===== config.mk =====
export PLATFORM = sky130hd
export DESIGN_NAME = fifo_rd_ctrl_flat
export DESIGN_NICKNAME = d
export VERILOG_FILES = /design/src/rtl/fifo_pkg.sv /design/src/rtl/fifo_rd_ctrl_if.sv /design/src/rtl/rd_prefetch_buf.sv /design/src/rtl/fifo_rd_ctrl.sv /design/src/flat_wrapper.sv
export SDC_FILE = /design/constraint.sdc
export NUM_CORES = 1
export LEC_CHECK = 0
export CORE_AREA = 2 2 132 147
export CTS_BUF_LIST = sky130_fd_sc_hd__clkbuf_4 sky130_fd_sc_hd__clkbuf_8
export DETAILED_ROUTE_END_ITERATION = 6
export DIE_AREA = 0 0 134 149
export SYNTH_ARGS = -nofsm -noshare
export SYNTH_HDL_FRONTEND = slang
export SYNTH_SLANG_ARGS = --single-unit

===== constraint.sdc =====
create_clock -name clk_rd -period 2.3 [get_ports clk_rd]
set_clock_uncertainty 0.05 [all_clocks]
set_input_delay 0.345 -clock clk_rd [delete_from_list [all_inputs] [get_ports clk_rd]]
set_output_delay 0.345 -clock clk_rd [all_outputs]
set_load 0.01 [all_outputs]

===== src/rtl/fifo_pkg.sv =====
// Shared helpers for the async FIFO: pointer width and Gray/binary conversion.
// The conversions work on a wide word so any pointer width can cast in and out.
package fifo_pkg;
    localparam int ADDR_WIDTH = 4;
    localparam int PTR_WIDTH  = ADDR_WIDTH + 1;
    localparam int MAX_PTR_W  = 32;

    typedef logic [MAX_PTR_W-1:0] ptr_word_t;

    function automatic ptr_word_t bin2gray(input ptr_word_t b);
        return b ^ (b >> 1);
    endfunction

    // Prefix XOR from the MSB down, done in log2 steps.
    function automatic ptr_word_t gray2bin(input ptr_word_t g);
        ptr_word_t b;
        b = g;
        for (int s = 1; s < MAX_PTR_W; s = s << 1)
            b = b ^ (b >> s);
        return b;
    endfunction
endpackage


===== src/rtl/fifo_rd_ctrl_if.sv =====
// Read-side bus of the async FIFO: RAM read port plus the downstream valid/ready stream.
interface fifo_rd_ctrl_if #(
    parameter int DATA_WIDTH = 32,
    parameter int ADDR_WIDTH = 4
);
    logic                  ram_en_rd;
    logic [ADDR_WIDTH-1:0] ram_addr_rd;
    logic [DATA_WIDTH-1:0] ram_data_rd;
    logic                  m_valid;
    logic                  m_ready;
    logic [DATA_WIDTH-1:0] m_data;

    modport master (
        output ram_en_rd, ram_addr_rd, m_valid, m_data,
        input  ram_data_rd, m_ready
    );

    modport slave (
        input  ram_en_rd, ram_addr_rd, m_valid, m_data,
        output ram_data_rd, m_ready
    );
endinterface


===== src/rtl/rd_prefetch_buf.sv =====
// Small circular buffer that catches words returning from the RAM pipeline
// and presents the head entry as a valid/ready stream.
module rd_prefetch_buf #(
    parameter int DATA_WIDTH = 32,
    parameter int BUF_DEPTH  = 3,
    localparam int CW        = $clog2(BUF_DEPTH + 1),
    localparam int IW        = (BUF_DEPTH > 1) ? $clog2(BUF_DEPTH) : 1
) (
    input  logic                  clk,
    input  logic                  rst_n,
    input  logic                  push_i,
    input  logic [DATA_WIDTH-1:0] push_data_i,
    input  logic                  ready_i,
    output logic                  valid_o,
    output logic [DATA_WIDTH-1:0] data_o,
    output logic [CW-1:0]         occ_o
);
    logic [BUF_DEPTH-1:0][DATA_WIDTH-1:0] mem_q;
    logic [IW-1:0]                        head_q, tail_q;
    logic [CW-1:0]                        occ_q, occ_d;
    logic                                 pop;

    function automatic logic [IW-1:0] nxt(input logic [IW-1:0] p);
        return (p == IW'(BUF_DEPTH - 1)) ? '0 : p + IW'(1);
    endfunction

    assign valid_o = (occ_q != '0);
    assign data_o  = mem_q[head_q];
    assign occ_o   = occ_q;
    assign pop     = valid_o && ready_i;
    assign occ_d   = occ_q + CW'(push_i) - CW'(pop);

    always_ff @(posedge clk or negedge rst_n) begin
        if (!rst_n) begin
            mem_q  <= '0;
            head_q <= '0;
            tail_q <= '0;
            occ_q  <= '0;
        end else begin
            if (push_i) begin
                mem_q[tail_q] <= push_data_i;
                tail_q        <= nxt(tail_q);
            end
            if (pop)
                head_q <= nxt(head_q);
            occ_q <= occ_d;
        end
    end

    // The issue credit rule upstream must keep a push from landing on a full buffer.
    assert property (@(posedge clk) disable iff (!rst_n)
        !(push_i && !pop && (occ_q == CW'(BUF_DEPTH))));
endmodule


===== src/rtl/fifo_rd_ctrl.sv =====
// Read-side controller of the async FIFO: pointer compare, RAM read issue with a
// latency token pipeline, prefetch buffer, and Gray read pointer back to the writer.
module fifo_rd_ctrl
    import fifo_pkg::*;
#(
    parameter int DEPTH      = 16,
    parameter int DATA_WIDTH = 32,
    parameter int ADDR_WIDTH = 4,
    parameter int OUTPUT_REG = 1
) (
    input  logic                  clk_rd,
    input  logic                  rst_n,
    input  logic [ADDR_WIDTH:0]   wptr_gray_sync,
    fifo_rd_ctrl_if.master        bus,
    output logic [ADDR_WIDTH:0]   rptr_gray,
    output logic                  empty,
    output logic [ADDR_WIDTH:0]   level
);
    localparam int PW        = ADDR_WIDTH + 1;
    localparam int L         = OUTPUT_REG;
    localparam int BUF_DEPTH = OUTPUT_REG + 2;
    localparam int CW        = $clog2(BUF_DEPTH + 1);

    logic [PW-1:0] rbin_q, rbin_d, wbin, rptr_gray_q, level_q;
    logic          ram_en_q;
    logic          issue, push;
    logic [CW-1:0] occ, inflight_q, inflight_d;

    assign wbin   = PW'(gray2bin(ptr_word_t'(wptr_gray_sync)));
    assign empty  = (rbin_q == wbin);
    // Credit: every word issued already owns a buffer slot, so the buffer never overflows.
    assign issue  = !empty &&
                    (((CW+1)'(occ) + (CW+1)'(inflight_q)) < (CW+1)'(BUF_DEPTH));
    assign rbin_d = rbin_q + PW'(issue);

    assign bus.ram_en_rd   = ram_en_q;
    assign bus.ram_addr_rd = rbin_q[ADDR_WIDTH-1:0];
    assign rptr_gray       = rptr_gray_q;
    assign level           = level_q;

    generate
        if (L == 0) begin : g_nolat
            // Combinational RAM read: the word is present in the issue cycle.
            assign push       = issue;
            assign inflight_d = '0;
        end else begin : g_lat
            logic [L-1:0] tok_q;

            assign push       = tok_q[L-1];
            assign inflight_d = inflight_q + CW'(issue) - CW'(push);

            always_ff @(posedge clk_rd or negedge rst_n) begin
                if (!rst_n) tok_q <= '0;
                else        tok_q <= (tok_q << 1) | L'(issue);
            end
        end
    endgenerate

    always_ff @(posedge clk_rd or negedge rst_n) begin
        if (!rst_n) begin
            rbin_q      <= '0;
            rptr_gray_q <= '0;
            level_q     <= '0;
            ram_en_q    <= 1'b0;
            inflight_q  <= '0;
        end else begin
            rbin_q      <= rbin_d;
            rptr_gray_q <= PW'(bin2gray(ptr_word_t'(rbin_d)));
            level_q     <= wbin - rbin_q;
            ram_en_q    <= 1'b1;
            inflight_q  <= inflight_d;
        end
    end

    rd_prefetch_buf #(
        .DATA_WIDTH(DATA_WIDTH),
        .BUF_DEPTH (BUF_DEPTH)
    ) u_buf (
        .clk        (clk_rd),
        .rst_n      (rst_n),
        .push_i     (push),
        .push_data_i(bus.ram_data_rd),
        .ready_i    (bus.m_ready),
        .valid_o    (bus.m_valid),
        .data_o     (bus.m_data),
        .occ_o      (occ)
    );

    // A well-behaved writer never runs more than DEPTH words ahead.
    assert property (@(posedge clk_rd) disable iff (!rst_n) level_q <= PW'(DEPTH));
endmodule


===== src/flat_wrapper.sv =====
// flat-port wrapper written by rule: the top's interface ports become plain ports
module fifo_rd_ctrl_flat import fifo_pkg::*;
#(
    parameter int DEPTH      = 16,
    parameter int DATA_WIDTH = 32,
    parameter int ADDR_WIDTH = 4,
    parameter int OUTPUT_REG = 1
)
  (clk_rd, rst_n, wptr_gray_sync, rptr_gray, empty, level, bus_ram_en_rd, bus_ram_addr_rd, bus_m_valid, bus_m_data, bus_ram_data_rd, bus_m_ready);
  fifo_rd_ctrl_if #(.DATA_WIDTH(DATA_WIDTH), .ADDR_WIDTH(ADDR_WIDTH)) bus_i ();
  input  logic clk_rd;
  input  logic rst_n;
  input  logic [ADDR_WIDTH:0] wptr_gray_sync;
  output logic [ADDR_WIDTH:0] rptr_gray;
  output logic empty;
  output logic [ADDR_WIDTH:0] level;
  output wire logic [$bits(bus_i.ram_en_rd)-1:0] bus_ram_en_rd;
  output wire logic [$bits(bus_i.ram_addr_rd)-1:0] bus_ram_addr_rd;
  output wire logic [$bits(bus_i.m_valid)-1:0] bus_m_valid;
  output wire logic [$bits(bus_i.m_data)-1:0] bus_m_data;
  input wire logic [$bits(bus_i.ram_data_rd)-1:0] bus_ram_data_rd;
  input wire logic [$bits(bus_i.m_ready)-1:0] bus_m_ready;
  assign bus_ram_en_rd = bus_i.ram_en_rd;
  assign bus_ram_addr_rd = bus_i.ram_addr_rd;
  assign bus_m_valid = bus_i.m_valid;
  assign bus_m_data = bus_i.m_data;
  assign bus_i.ram_data_rd = bus_ram_data_rd;
  assign bus_i.m_ready = bus_m_ready;
  fifo_rd_ctrl #(.DEPTH(DEPTH), .DATA_WIDTH(DATA_WIDTH), .ADDR_WIDTH(ADDR_WIDTH), .OUTPUT_REG(OUTPUT_REG)) u_core (.clk_rd(clk_rd), .rst_n(rst_n), .wptr_gray_sync(wptr_gray_sync), .bus(bus_i), .rptr_gray(rptr_gray), .empty(empty), .level(level));
endmodule

==> flow_summary_export.csv <==
group,metric,value,unit
status,outcome,"complete, but fails checks",
status,violations,"setup timing",
timing,finalCritPeriodShare,1.04,
grt,grt_max_degree,48,
grt,grt_pass1_wl,20.7,mm
critical_path,cp_max_fo,2,
finish,antenna_cells,0,
place,globalplace.congestion,0.720,
timing,max_freq,417,MHz
detailed_routing,top_layer,"met4",
power_and_ir_drop,leakagePower,3.34,nW
detailed_routing,firstDrtPassIters,4,
critical_path,end_kind,"register",
critical_path,crit_chain,"buf_8 -> xor2_4 -> xor2_2 -> xor2_2 -> buf_4 -> ha_1 -> nand4_1 -> nor2_2 -> a211o_1 -> inv_2 -> ha_4 -> ha_4 -> nand3_4 -> xnor2_4 -> xnor2_1",
critical_path,critPathRequiredTime,2.57,ns
synthesis,yosysMostFrequentCell,"dfrtp_1",
die,dieWidth,134,um
critical_path,cp_slowest_cell,"ha_1",
timing,slew_violations,0,
synthesis,ys_top_cells_by_area,"dfrtp_1 55%, mux2_2 14%, mux2_4 8.2%",
clock_tree,cts-htree-levels,4,
critical_path,startpoint,"wptr_gray_sync[4]",
synthesis,postSynthCellCount,401,
synthesis,dominantRegCellSynth,"dfrtp_1",
synthesis,synth_seq_area_share,0.549,
clock_tree,clk_path_buf_depth,2,
timing,fin_ws,-0.0987,ns
timing,timing.hold.ws,0.417,ns
detailed_routing,wl_met2,6.63,mm
synthesis,ys_ff_latch,120,
die,dieHeight,149,um
grt,grt_overflow_total,0,
job,maxCapViolations,0,
clock_tree,cts-root-buf,"clkbuf_8",
critical_path,crit_arrival,2.66,ns
clock_tree,cts_made_buffers,17,
place,place_ws,-1.07,ns
critical_path,max_stage_delay,0.28,ns
detailed_routing,drc,0,
finish,drive_gt1_frac,0.385,
synthesis,syn_area,5470,um2
detailed_routing,drtIter0Drc,126,
power_and_ir_drop,power.density,1620,nW/um2
synthesis,synth_common_cells,"120 x dfrtp_1, 66 x mux2_2, 35 x nand2_1",
die,rows,53,
detailed_routing,wirelength,12.9,mm
place,dpl_cell_area,6880,um2
synthesis,synth_edf_count,0,
detailed_routing,vias,3526,
timing,tightest_slew,0.582,ns
finish,fin_nets,580,
finish,area_delta_synth_final,36.5,%
clock_tree,insertion_delay,0.43,ns
worst_hold_path,worstHoldPathType,"in2async",
grt,gr-usage-all-layers,0.138,
synthesis,synth_top_area_frac,0.549,
grt,grt_pass1_vias,3894,
critical_path,critPathLaunchType,"input port",
timing,grt_setup_unrepaired,"true",
synthesis,ys_types,29,
timing,max_slew_margin,0.612,
timing,setup_violations,6,
die,core,18600,um2
critical_path,path_class,"in2reg",
die,io_pins,89,
place,dpl.hpwl,8.15,mm
clock_tree,tritoncts,"yes",
die,dieArea,20000,um2
detailed_routing,detail-route-antenna-nets,0,
clock_tree,clkSlewWorstSetupHoldPaths,0.07,ns
detailed_routing,drt-vias-per-instance,4.48,
synthesis,yosysWarnings,0,
synthesis,async_flop_share,1.00,
die,start_util,0.294,
synthesis,synth_area_leader_cell,"dfrtp_1",
power_and_ir_drop,peakVddDrop,1130,uV
critical_path,cp_num_buf_inv,3,
timing,fin_crit,2.40,ns
finish,fin_area,7470,um2
place,io_buffers,88,
grt,antenna_found_initial,0,
critical_path,path_delay_family,"XOR/XNOR gates",
synthesis,syn_avg_cell_area,13.6,um2
clock_tree,cts_sinks,120,
synthesis,syn-num-nets,454,
detailed_routing,wire_per_inst,16.4,um
detailed_routing,met3_length,469,um
detailed_routing,route.layer.met1.wl,5.61,mm
timing,hold_viol,0,
critical_path,r2r_start,"u_core.inflight_q[0]$_DFF_PN0_",
==> flip-flops by register name, indices dropped and copies added (netlist names) <==
signal / count
u_core.u_buf.mem_q: 96
u_core.level: 5
u_core.rbin_q: 5
u_core.rptr_gray: 4
u_core.inflight_q: 2
u_core.u_buf.head_q: 2
u_core.u_buf.occ_o: 2
u_core.u_buf.tail_q: 2
u_core.bus.ram_en_rd: 1
u_core.g_lat.tok_q: 1
==> per-layer routing <==
layer,GRT usage,vias up
li1,-,1630
met1,0.166,1819
met2,0.234,64
met3,0.0418,13
met4,0.0457,0
met5,0,-
==> per-stage QoR <==
| stage | power (W) | setup TNS, ns | instances | utilization |
|---|---|---|---|---|
| after floorplan | 0.00745 | -2.22 | 401 | - |
| after global placement | 0.00990 | -11.68 | 744 | 0.369 |
| after detailed placement | 0.0101 | -13.28 | 744 | 0.369 |
| after CTS | 0.0121 | -0.581 | 782 | 0.396 |
| after global routing | 0.0130 | -0.891 | 787 | 0.401 |
| final | 0.0121 | -0.459 | 787 | 0.401 |
==> cell usage in the layout (no fill, tap or decap), drive strengths merged <==
cell and count:
buf 50, mux2i 32, mux2 96, or2 1, clkinvlp 3, dlygate4sd2 22, bufbuf 1, nand3 3
o21ai 34, nand4 1, clkinv 4, fa 2, inv 12, xor2 9, nor2 1, ha 11
nor3 2, clkbuf 25, clkdlybuf4s50 51, nand2 35, a211o 1, dfrtp 120, xnor2 10, nor2b 1
bufinv 4, a21o 4, conb 1, dlygate4sd3 1, or3 1, a21oi 2
==> worst reg2reg max path, cell delays in order (launching register included) <==
cell and delay [ns]:
dfrtp_1 0.41, ha_1 0.22, fa_1 0.43, a211o_1 0.34, inv_2 0.09, ha_4 0.14, ha_4 0.17, nand3_4 0.10
xnor2_4 0.16, xnor2_1 0.12
==> path summary, 6_finish.rpt <==
kind                       slack, ns                                  to  depth (start not counted)
max in group asynchronous       1.08  u_core.u_buf.head_q[0]$_DFFE_PN0P_                          3
min in group clk_rd             0.45           u_core.level[4]$_DFF_PN0_                          5
max                             -0.1       u_core.rptr_gray[3]$_DFF_PN0_                         15
max reg2reg                    -0.03       u_core.rptr_gray[3]$_DFF_PN0_                          9
min reg2reg                     0.46  u_core.u_buf.mem_q[56]$_DFFE_PN0P_                          1
min                             0.42  u_core.u_buf.mem_q[70]$_DFFE_PN0P_                          2
==> area by class of cell <==
type | count | area, um2
flip-flops and latches | 120 | 3000
clock buffers | 21 | 283
repair buffers | 129 | 1180
clock inverters | 11 | 170
fillers | 1768 | 11200
well taps | 247 | 309
inverters | 12 | 45.0
multi-input cells | 247 | 2470
==> power breakdown <==
part | internal (W) | switching, W | leakage, nW
logic | 0.00343 | 0.00269 | 1.71
clock network | 0.00128 | 0.000869 | 0.221
registers | 0.00325 | 0.000615 | 1.40
==> cell families (layout without fill, tap and decap cells) <==
logic type | Yosys count | after routing | synth area share
compound gates | 41 | 41 | 0.0400
flops | 120 | 120 | 0.549
fa+ha+maj | 13 | 13 | 0.0325
buf+inv | 34 | 173 | 0.0318
simple gates | 45 | 45 | 0.0348
other cells | 1 | 1 | 0.000686
xor+xnor | 19 | 19 | 0.0345
mux | 128 | 128 | 0.277
==> repair_timing <==
| item | 4_1_cts | 5_1_grt |
|---|---|---|
| buffers inserted | 4 | 5 |
| setup endpoints to repair | 45 | 17 |
| cloned | 1 | 0 |
| resized for setup | 84 | 18 |
| pin swaps | 17 | 11 |
| hold buffers | 1 | 0 |
| hold endpoints to repair | 41 | 0 |
(Power assumes the default switching activity.)
